[config.mk]
export PLATFORM = sky130hd
export DESIGN_NAME = adder_share_arb
export DESIGN_NICKNAME = d
export VERILOG_FILES = /design/src/rtl/adder_share_arb.sv
export SDC_FILE = /design/constraint.sdc
export NUM_CORES = 1
export LEC_CHECK = 0
export ABC_AREA = 1
export CAP_MARGIN = 0
export CORE_UTILIZATION = 40
export CTS_CLUSTER_SIZE = 20
export DETAILED_ROUTE_END_ITERATION = 6
export MAX_ROUTING_LAYER = met4
export PLACE_DENSITY = 0.84
export SYNTH_ARGS = -nofsm -noshare
export SYNTH_HDL_FRONTEND = slang
export SYNTH_SLANG_ARGS = --single-unit
[constraint.sdc]
create_clock -name clk -period 2.85 [get_ports clk]
set_input_delay 0.855 -clock clk [delete_from_list [all_inputs] [get_ports clk]]
set_output_delay 0.855 -clock clk [all_outputs]
set_load 0.1 [all_outputs]
[src/rtl/adder_share_arb.sv]
// Round-robin arbiter/sequencer sharing one external ripple adder among NREQ clients.
// Latches the winner's operands, waits one settle cycle, returns sum/carry tagged with its ID.
module adder_share_arb #(
  parameter int NREQ  = 4,
  parameter int WIDTH = 3,
  parameter int IDW   = 2
) (
  input  logic                  clk,
  input  logic                  rst_n,
  input  logic [NREQ-1:0]       req,
  input  logic [NREQ*WIDTH-1:0] op_a,
  input  logic [NREQ*WIDTH-1:0] op_b,
  output logic [NREQ-1:0]       gnt,
  output logic                  busy,
  output logic [WIDTH-1:0]      add_a,
  output logic [WIDTH-1:0]      add_b,
  input  logic [WIDTH-1:0]      add_s,
  input  logic                  add_cout,
  output logic                  done,
  output logic [WIDTH-1:0]      res_sum,
  output logic                  res_cout,
  output logic [IDW-1:0]        res_id
);

  typedef enum logic [1:0] {IDLE, EXEC, RESP} state_t;

  state_t          state, state_nxt;
  logic [IDW-1:0]  ptr;
  logic [IDW-1:0]  win;
  logic [NREQ-1:0] win_oh;
  logic [NREQ-1:0] req_rot;
  logic            found;
  int unsigned     idx;

  // Scan ptr, ptr+1, ... wrapping at NREQ; first set request wins.
  always_comb begin
    found   = 1'b0;
    win     = '0;
    idx     = 0;
    req_rot = '0;
    for (int unsigned k = 0; k < NREQ; k++) begin
      idx = 32'(ptr) + k;
      if (idx >= NREQ) idx = idx - NREQ;
      req_rot = req >> idx;
      if (!found && req_rot[0]) begin
        found = 1'b1;
        win   = IDW'(idx);
      end
    end
  end

  assign win_oh = {{(NREQ-1){1'b0}}, 1'b1} << win;
  assign busy   = (state != IDLE);

  always_ff @(posedge clk or negedge rst_n) begin
    if (!rst_n) state <= IDLE;
    else        state <= state_nxt;
  end

  always_comb begin
    state_nxt = state;
    case (state)
      IDLE:    if (found) state_nxt = EXEC;
      EXEC:    state_nxt = RESP;
      RESP:    state_nxt = IDLE;
      default: state_nxt = IDLE;
    endcase
  end

  always_ff @(posedge clk or negedge rst_n) begin
    if (!rst_n) begin
      ptr      <= '0;
      gnt      <= '0;
      done     <= 1'b0;
      add_a    <= '0;
      add_b    <= '0;
      res_sum  <= '0;
      res_cout <= 1'b0;
      res_id   <= '0;
    end else begin
      case (state)
        IDLE: begin
          if (found) begin
            gnt    <= win_oh;
            add_a  <= op_a[win*WIDTH +: WIDTH];
            add_b  <= op_b[win*WIDTH +: WIDTH];
            res_id <= win;
          end else begin
            gnt <= '0;
          end
        end
        EXEC: begin
          res_sum  <= add_s;
          res_cout <= add_cout;
          done     <= 1'b1;
          ptr      <= (res_id == IDW'(NREQ-1)) ? '0 : res_id + 1'b1;
        end
        RESP: begin
          done <= 1'b0;
          gnt  <= '0;
        end
        default: begin
          done <= 1'b0;
          gnt  <= '0;
        end
      endcase
    end
  end

endmodule

# Word level (Yosys, flattened, before mapping)
# Index checks and enable logic that the tools add are counted.
# totals
ff_bits	21
latchBits	0
ram_bits	0
romBits	0
inputBits	34
output_inout_bits	18
elab_cells	59
mem_count	0
# classes
add_sub_neg	8
mul	1
div	0
magnitude_cmp	4
n_eq_ne	3
shift	7
muxes	18
bitwise	0
reduce_logical	9
# ops
op	count
$mux 32	4
$shr 4x32->1	4
$shiftx 12x5->3	2
$mux 2	6
$sub 3x3->4 const B	3
$ge 3x3->1 const B	3
$pmux 4 s2	1
$add 2x2->3 const B	2
$mul 2x2->4 const B	1
$mux 1	4
$mux 4	1
$pmux 2 s2	1
$shl 1x2->4 const A	1
$sub 2x3->4 const B	1
$add 2x1->3 const B	1
$ge 2x3->1 const B	1
$logic_and 1x1->1	3
$logic_not 1->1	3
$add 2x1->2 const B	1
$eq 2x1->1 const B	1
$eq 2x2->1 const B	1
$logic_not 2->1	1
$ne 2x2->1 const B	1
$pmux 1 s2	1
2 further kinds	2

# Depth between registers and ports, before layout
# Gate-level depths: netlist of the first run.
# logic_depth
ltp_word	16
ltp_mapped	15

# Worst setup path after synthesis of the first run
# No wires, ideal clock.
# synth_path
kind	register to register
startpoint	register ptr[0]
endpoint	register add_a[0]
t_arrival_ns	1.910
required_time_ns	2.723
slack_ns	0.813
path_stages_with_launch	14
period_less_slack_ns	2.037
path_cell_list	dfrtp_1 -> inv_2 -> ha_1 -> inv_1 -> nand3_2 -> nand3_2 -> nand4_2 -> nand2_1 -> nand2_2 -> nand2_4 -> buf_6 -> nand2_1 -> nand3_1 -> nand3_1
# synth_via
elab_chain_len	15
# synth_rtl
element	line_no	rtl
start: declaration	28	logic [IDW-1:0] ptr;
start signal: assignment	96	ptr <= (res_id == IDW'(NREQ-1)) ? '0 : res_id + 1'b1;
branches (longest 15 deep; another with $sub 3x3->4)	-	
end signal: assignment	85	add_a <= op_a[win*WIDTH +: WIDTH];
end: declaration	15	output logic [WIDTH-1:0] add_a,
# Several ways; the timed one is not identified.
# A chain may end at the register's enable or synchronous reset.

# Worst setup path after layout of the first run
# layout_path
startpoint	register ptr[0]
endpoint	register gnt[2]
# layout_via
elab_chain_len	16
# layout_rtl
element	line_no	rtl
branches (longest 14 deep; another with $sub 3x3->4)	-	
$mux 4 (*)	83	if (found) begin
$pmux 4 s2 (*)	81	case (state)
end signal: assignment	84	gnt <= win_oh;
end: declaration	13	output logic [NREQ-1:0] gnt,
# Mark *: on every way between the ends.

==> results.cfg, run 1 <==
[run_status]
status = finished, final reports clean

[placement]
place_hpwl_mm = 2.38
gp_congestion = 0.831
io_buffers = 51

[synth]
synth.avg_cell_area_sq_um = 7.49
syn_nets = 226
yosysMostFrequentCell = nand2_1
synth_edf_count = 0
netlist-cell-type-count = 22
netlist_top_cells_area = dfrtp_1, nand2_1, nand3_1, ha_1, inv_1
synth.ff_latch_count = 21
synth_top_cells_by_count = nand2_1, nand3_1, dfrtp_1
synth_seq_area_share = 0.377
synth_area_sq_mm = 0.00139
synthArstFlopShare = 1.00
synth_top_area_cell = dfrtp_1
ys.warnings.count = 0
synth_top_area_share = 0.377
ys.flop_type = dfrtp_1
synthCells = 186

[floorplan]
core_sq_mm = 0.00334
start_util = 0.417
pin_count = 52
num_rows = 21
die_h_um = 61.0
chipWidth_um = 61.0
dieArea_sq_mm = 0.00372

[finish]
final_nets = 280
utilization = 0.579
areaGrowthSynthToFinish_pct = 38.6
drive_gt1_frac = 0.205
diodes = 0
nFillCells = 325

[setup_path]
critical_path.max_fanout = 15
crit_required_ps = 3080
end_kind = register
start_kind = register
worstPathArrival_ps = 2710
critPathKind = register to register
r2r_setup_slack_ps = 360

[global_routing]
gr-total-overflow = 0
grt_pass1_vias = 1191
grt_usage = 0.182
grt_first_pass_wirelength_mm = 4.91
antenna_found_initial = 0
grt_max_degree = 22

[detailed_routing]
initialDrtViolationCount = 26
routed-via-count = 1362
routed_wl_mm = 3.05
ant_nets = 0
drc = 0
dr.pass1.iters = 4
avgViaCountPerCell = 4.78
routedWlPerCell_um = 10.7

[timing]
whs_ps = 485
min_period_over_period = 0.872
tns_ps = 0
fmax_mhz = 402
fin_crit_ps = 2490
slew_violations = 0
grt_setup_unrepaired = false
hold_viol_final = 0
setup_viol = 0
worstMarginPinSlew_ps = 324
maxSlewHeadroom = 0.784
clock_skew_ps = 7.99

[cts]
clk_latency_ps = 300
post_cts_resized = 0
post_cts_buffers = 0
cts_tree = yes
cts_root_buf = clkbuf_4
clock_tree.htree_level_count = 1
clockBufferDepth = 2
clkSinkCount = 21
cts_buffers = 3
clk_pin_slew_worst_paths_ps = 120
cts_hold_buf = 0

[hold_path]
hold_class = register to register

[job]
max_cap_violations = 0
==> state kept, by name, summed over array words and instances (netlist names) <==
signal and flops:
state 2, done 1, add_b 3, add_a 3, res_cout 1, res_id 2
ptr 2, res_sum 3, gnt 4
==> per-layer routing <==
| layer | global-route usage | vias up | wire length (um) |
|---|---|---|---|
| met5 | - | - | 0 |
| met4 | 0.0682 | 0 | 40 |
| met3 | 0.0235 | 4 | 132 |
| met2 | 0.320 | 43 | 1450 |
| met1 | 0.210 | 603 | 1420 |
| li1 | - | 712 | - |
==> logic make-up (layout without fill, tap and decap cells) <==
kind of cell | count (synthesis) | count (layout) | share of synthesized area
simple gates | 123 | 123 | 0.439
flops | 21 | 21 | 0.377
buf+inv | 29 | 82 | 0.0871
fa+ha+maj | 6 | 6 | 0.0539
compound gates | 7 | 7 | 0.0422
==> layout by cell type (no fill, tap or decap) <==
cell type / count
nand3b_1: 6
nor2_1: 4
ha_1: 6
inv_1: 20
nand3_2: 7
o31ai_1: 2
dfrtp_1: 21
inv_2: 5
nand3_1: 32
clkinv_2: 1
clkbuf_4: 3
clkdlybuf4s50_1: 33
nand2_2: 9
nand4_1: 2
nand2_1: 61
a21oi_4: 1
buf_4: 20
o21ai_1: 2
o21ai_0: 1
nand2_4: 1
nand4_2: 1
o31ai_2: 1
==> through the flow <==
step	worst slack, ps	cells	instance area (sq um)
finish	364	285	1930
global route	103	285	1930
CTS	360	285	1930
detailed placement	132	281	1900
global placement	197	281	1900
floorplan	813	186	1390
==> final timing paths <==
kind                         endpoint       start  cells after the start
min in group asynchronous   res_id[0]       rst_n                      2
setup reg to reg               gnt[2]      ptr[0]                     11
max in group asynchronous    state[0]       rst_n                      2
hold reg to reg            res_sum[0]  res_sum[0]                      2
setup / recovery               gnt[2]      ptr[0]                     11
hold / removal             res_sum[0]  res_sum[0]                      2
==> worst max-delay path, cell delays in order (launching register included) <==
cell and delay [ps]:
dfrtp_1 550, inv_2 170, ha_1 390, inv_1 140
nand3_2 90, nand3_2 150, inv_2 60, nand2_2 80
nand3_2 250, nand2_4 270, inv_1 80, o31ai_1 180
==> final cells by class <==
| type | instances | area, sq um | area share |
|---|---|---|---|
| clock inverters | 1 | 5.00 | 0.00259 |
| flip-flops and latches | 21 | 526 | 0.272 |
| well taps | 46 | 57.6 | 0.0298 |
| inverters | 25 | 93.8 | 0.0486 |
| multi-input cells | 136 | 746 | 0.386 |
| repair buffers | 53 | 480 | 0.249 |
| clock buffers | 3 | 22.5 | 0.0117 |
Power of run 1 is not shown: default switching activity piles up to over one toggle a cycle in this logic, so the estimate is an artifact.
==> inputs of run 2 (changes only) <==
--- a/config.mk
+++ b/config.mk
@@ -7,6 +7,7 @@
 export LEC_CHECK = 0
 export ABC_AREA = 1
 export CAP_MARGIN = 0
+export CORE_MARGIN = 2
 export CORE_UTILIZATION = 40
 export CTS_CLUSTER_SIZE = 20
 export DETAILED_ROUTE_END_ITERATION = 6
==> results.cfg, run 2 (same netlist as run 1, synthesis figures left out) <==
[finish]
final_cells = 287
mostFrequentLayoutCells = nand2_1, clkdlybuf4s50_1, nand3_1
diodes = 0
areaGrowthSynthToFinish_pct = 39.6
regMostFlops = gnt
largest_reg_flops = 4
final_nets = 282
drive_gt1_frac = 0.207
final_common_cell = nand2_1

[global_routing]
grt_usage = 0.176
grt_pass1_vias = 1331
grt_max_degree = 22
grt_first_pass_wirelength_mm = 5.56
antenna_found_initial = 0
gr-total-overflow = 0

[hold_path]
hold_class = register to register

[setup_path]
crit_required_ps = 3040
end_kind = register
start_kind = register
critical_path.max_fanout = 9
critPathKind = register to register
worstPathArrival_ps = 2570

[timing]
worstMarginPinSlew_ps = 317
fmax_mhz = 419
clock_skew_ps = 1.80
fin_crit_ps = 2390
setup_viol = 0
hold_viol_final = 0
grt_setup_unrepaired = false
slew_violations = 0
tns_ps = 0
maxSlewHeadroom = 0.788
min_period_over_period = 0.837

[job]
max_cap_violations = 0

[detailed_routing]
avgViaCountPerCell = 4.83
ant_nets = 0
routed-via-count = 1385
routed_wl_mm = 3.13
routedWlPerCell_um = 10.9
initialDrtViolationCount = 53
drc = 0
dr.pass1.iters = 4

[cts]
cts_tree = yes
post_cts_buffers = 0
clkSinkCount = 21
clockBufferDepth = 2
cts_buffers = 3
clk_latency_ps = 300
cts_root_buf = clkbuf_4
clock_tree.htree_level_count = 1
clk_pin_slew_worst_paths_ps = 110
post_cts_resized = 0
cts_hold_buf = 0

[run_status]
status = finished, final reports clean

[placement]
io_buffers = 51
place_hpwl_mm = 2.54
gp_congestion = 0.809
dp.cells = 283

[floorplan]
chipWidth_um = 63.0
core_sq_mm = 0.00334
start_util = 0.417
pin_count = 52
dieArea_sq_mm = 0.00397
num_rows = 21
die_h_um = 63.0
-- run 2: per-layer routing --
| layer | track usage | vias to the layer above | routed length (um) |
|---|---|---|---|
| met3 | 0.0324 | 6 | 185 |
| met4 | 0.0611 | 0 | 59 |
| li1 | - | 704 | - |
| met2 | 0.301 | 55 | 1540 |
| met1 | 0.206 | 620 | 1340 |
| met5 | - | - | 0 |
-- run 2: path summary, 6_finish.rpt --
path                             to  startpoint  depth (start not counted)  slack, ps
max in group asynchronous  add_a[2]       rst_n                          2       1760
max reg2reg                add_b[1]      ptr[0]                         14        460
max                        add_b[1]      ptr[0]                         14        460
min                        res_cout    res_cout                          2        480
min in group asynchronous    ptr[1]       rst_n                          2        880
min reg2reg                res_cout    res_cout                          2        480
-- run 2: stage by stage --
step,util,instance area (sq um),setup WS [ps],hold WS (ps)
global placement,0.575,1920,299,455
detailed placement,0.575,1920,233,462
finish,0.583,1940,464,485
global route,0.583,1940,284,516
CTS,0.583,1940,479,488
floorplan,-,1390,813,516
-- run 2: area by class of cell --
type | count | area (sq um)
Inverter | 25 | 93.8
Fill cell | 316 | 1390
Multi-Input combinational cell | 136 | 746
Sequential cell | 21 | 526
Timing Repair Buffer | 55 | 495
Tap cell | 46 | 57.6
Clock buffer | 4 | 26.3
-- run 2: worst max-delay path, stage by stage, from the launching register on --
cell	delay [ps]
dfrtp_1	540
inv_2	170
ha_1	380
inv_1	130
nand3_2	90
nand3_2	140
inv_2	60
nand2_2	80
nand2_1	50
nand2_1	70
nand3_2	100
nand2_2	130
inv_1	120
nand3_1	110
nand3_1	80
Power of run 2 is left out for the same reason.
==> inputs of run 3 (changes only) <==
--- a/config.mk
+++ b/config.mk
@@ -12,7 +12,7 @@
 export CTS_CLUSTER_SIZE = 20
 export DETAILED_ROUTE_END_ITERATION = 6
 export MAX_ROUTING_LAYER = met4
-export PLACE_DENSITY = 0.84
+export PLACE_DENSITY = 0.87
 export SYNTH_ARGS = -nofsm -noshare
 export SYNTH_HDL_FRONTEND = slang
 export SYNTH_SLANG_ARGS = --single-unit
==> constraint.sdc (replaced) <==
create_clock -name clk -period 2.12 [get_ports clk]
set_input_delay 0.636 -clock clk [delete_from_list [all_inputs] [get_ports clk]]
set_output_delay 0.636 -clock clk [all_outputs]
set_load 0.1 [all_outputs]
==> results.cfg, run 3 (same netlist as run 1, synthesis figures left out) <==
[setup_path]
critPathMaxStageDelay_ps = 410
r2r_start = ptr[0]
r2r-end = add_a[1]
rr_worst_depth = 13
cp_num_cells = 13
crit_required_ps = 2370
critical-path-top-delay-family = simple AND/OR/NAND/NOR gates
cp_slowest_cell = dfrtp_1
start_kind = register
r2r_setup_slack_ps = 130
end_kind = register
critPathKind = register to register
critical_path.max_fanout = 8
worstPathArrival_ps = 2240
crit_buf_inv = 3
crit_path_cell_trace = buf_4 -> ha_1 -> inv_1 -> nand2_1 -> nand3_4 -> inv_4 -> nand2_4 -> nand2_1 -> nand2_1 -> nand3_2 -> a21oi_4 -> nand3_1 -> nand3_1
crit_top_cell = nand2_1

[finish]
final_nets = 288
largest_reg_flops = 4
drive_gt1_frac = 0.279
areaGrowthSynthToFinish_pct = 67.2
final_area_sq_mm = 0.00233
diodes = 0
mostFrequentLayoutCells = nand2_1, clkdlybuf4s50_1, nand3_1
regMostFlops = gnt
final_common_cell = nand2_1

[timing]
worstMarginPinSlew_ps = 275
hold_viol_final = 0
clock_skew_ps = 14.7
setup_viol = 0
slew_violations = 0
maxSlewHeadroom = 0.816
fmax_mhz = 503
fin_crit_ps = 1990
min_period_over_period = 0.939

[floorplan]
die_h_um = 63.0
start_util = 0.417
chipWidth_um = 63.0
num_rows = 21
dieArea_sq_mm = 0.00397
pin_count = 52
core_sq_mm = 0.00334

[cts]
clock_tree.htree_level_count = 1
cts_buffers = 3
post_cts_buffers = 0
clockBufferDepth = 2
cts_hold_buf = 0
clk_latency_ps = 320
cts_root_buf = clkbuf_4
clkSinkCount = 21
cts_tree = yes
clk_pin_slew_worst_paths_ps = 130
post_cts_resized = 0

[placement]
placed_area_sq_mm = 0.00220
gp_congestion = 0.833
io_buffers = 51
place_hpwl_mm = 2.88

[detailed_routing]
ant_nets = 0
top_layer = met4
avgViaCountPerCell = 4.90
routed_wl_mm = 3.67
routed-via-count = 1436
routedWlPerCell_um = 12.5
dr.pass1.iters = 4
met3_length_um = 185
initialDrtViolationCount = 54
wl_met2_mm = 1.90
drc = 0
m1WireLength_mm = 1.51

[hold_path]
min_path_cells = 2
hp-start = res_sum[2]
min_delay_worst_endpoint = res_sum[2]
hold_class = register to register

[global_routing]
grt_max_degree = 22
grt_pass1_vias = 1400
grt_usage = 0.190
gr-total-overflow = 0
antenna_found_initial = 0
grt_first_pass_wirelength_mm = 5.95

[run_status]
status = finished, final reports clean

[job]
max_cap_violations = 0
[run 3: cell count changes in the layout (fill, tap and decap cells not counted), sizes merged]
cell,previous run,this run
buf,22,28
clkdlybuf4s50,33,29
dlymetal6s2s,0,4
[run 3: how the worst max path moves through the flow]
stage | startpoint | endpoint | slack [ps]
after detailed placement | req[0] | gnt[2] | -250
after floorplan | ptr[0] | add_a[0] | 80
after global placement | req[3] | add_a[1] | -190
final | ptr[0] | add_a[1] | 130
after global routing | ptr[0] | add_a[0] | -40
after CTS | ptr[0] | gnt[2] | 80
[run 3: per-layer routing]
metal,GRT usage,up-vias
met1,0.225,656
met3,0.0180,8
met2,0.328,53
met4,0.0833,0
met5,-,-
li1,-,719
[run 3: area by class of cell]
type / count / area [sq um]
Clock buffer: 4 / 26.3
Tap cell: 46 / 57.6
Multi-Input combinational cell: 136 / 825
Timing Repair Buffer: 61 / 796
Inverter: 25 / 98.8
Sequential cell: 21 / 526
Fill cell: 264 / 1010
[run 3: metrics by stage]
step                utilization  hold WS (ps)  instances  setup TNS [ps]  setup WS, ps
CTS                       0.667           554        293               0          77.5
global route              0.698           586        293           -92.1         -40.0
detailed placement        0.660           527        289           -2390          -249
finish                    0.698           554        293               0           130
global placement          0.660           517        289           -1820          -191
floorplan                     -           340        186               0          83.1
[run 3: worst register-to-register path, cell delays in order (launching register included)]
cell and delay (ps):
dfrtp_1 410, buf_4 180, ha_1 190, inv_1 50, nand2_1 70, nand3_4 130
inv_4 50, nand2_4 70, nand2_1 50, nand2_1 70, nand3_2 120, a21oi_4 310
nand3_1 120, nand3_1 90
Power of run 3 is left out for the same reason.
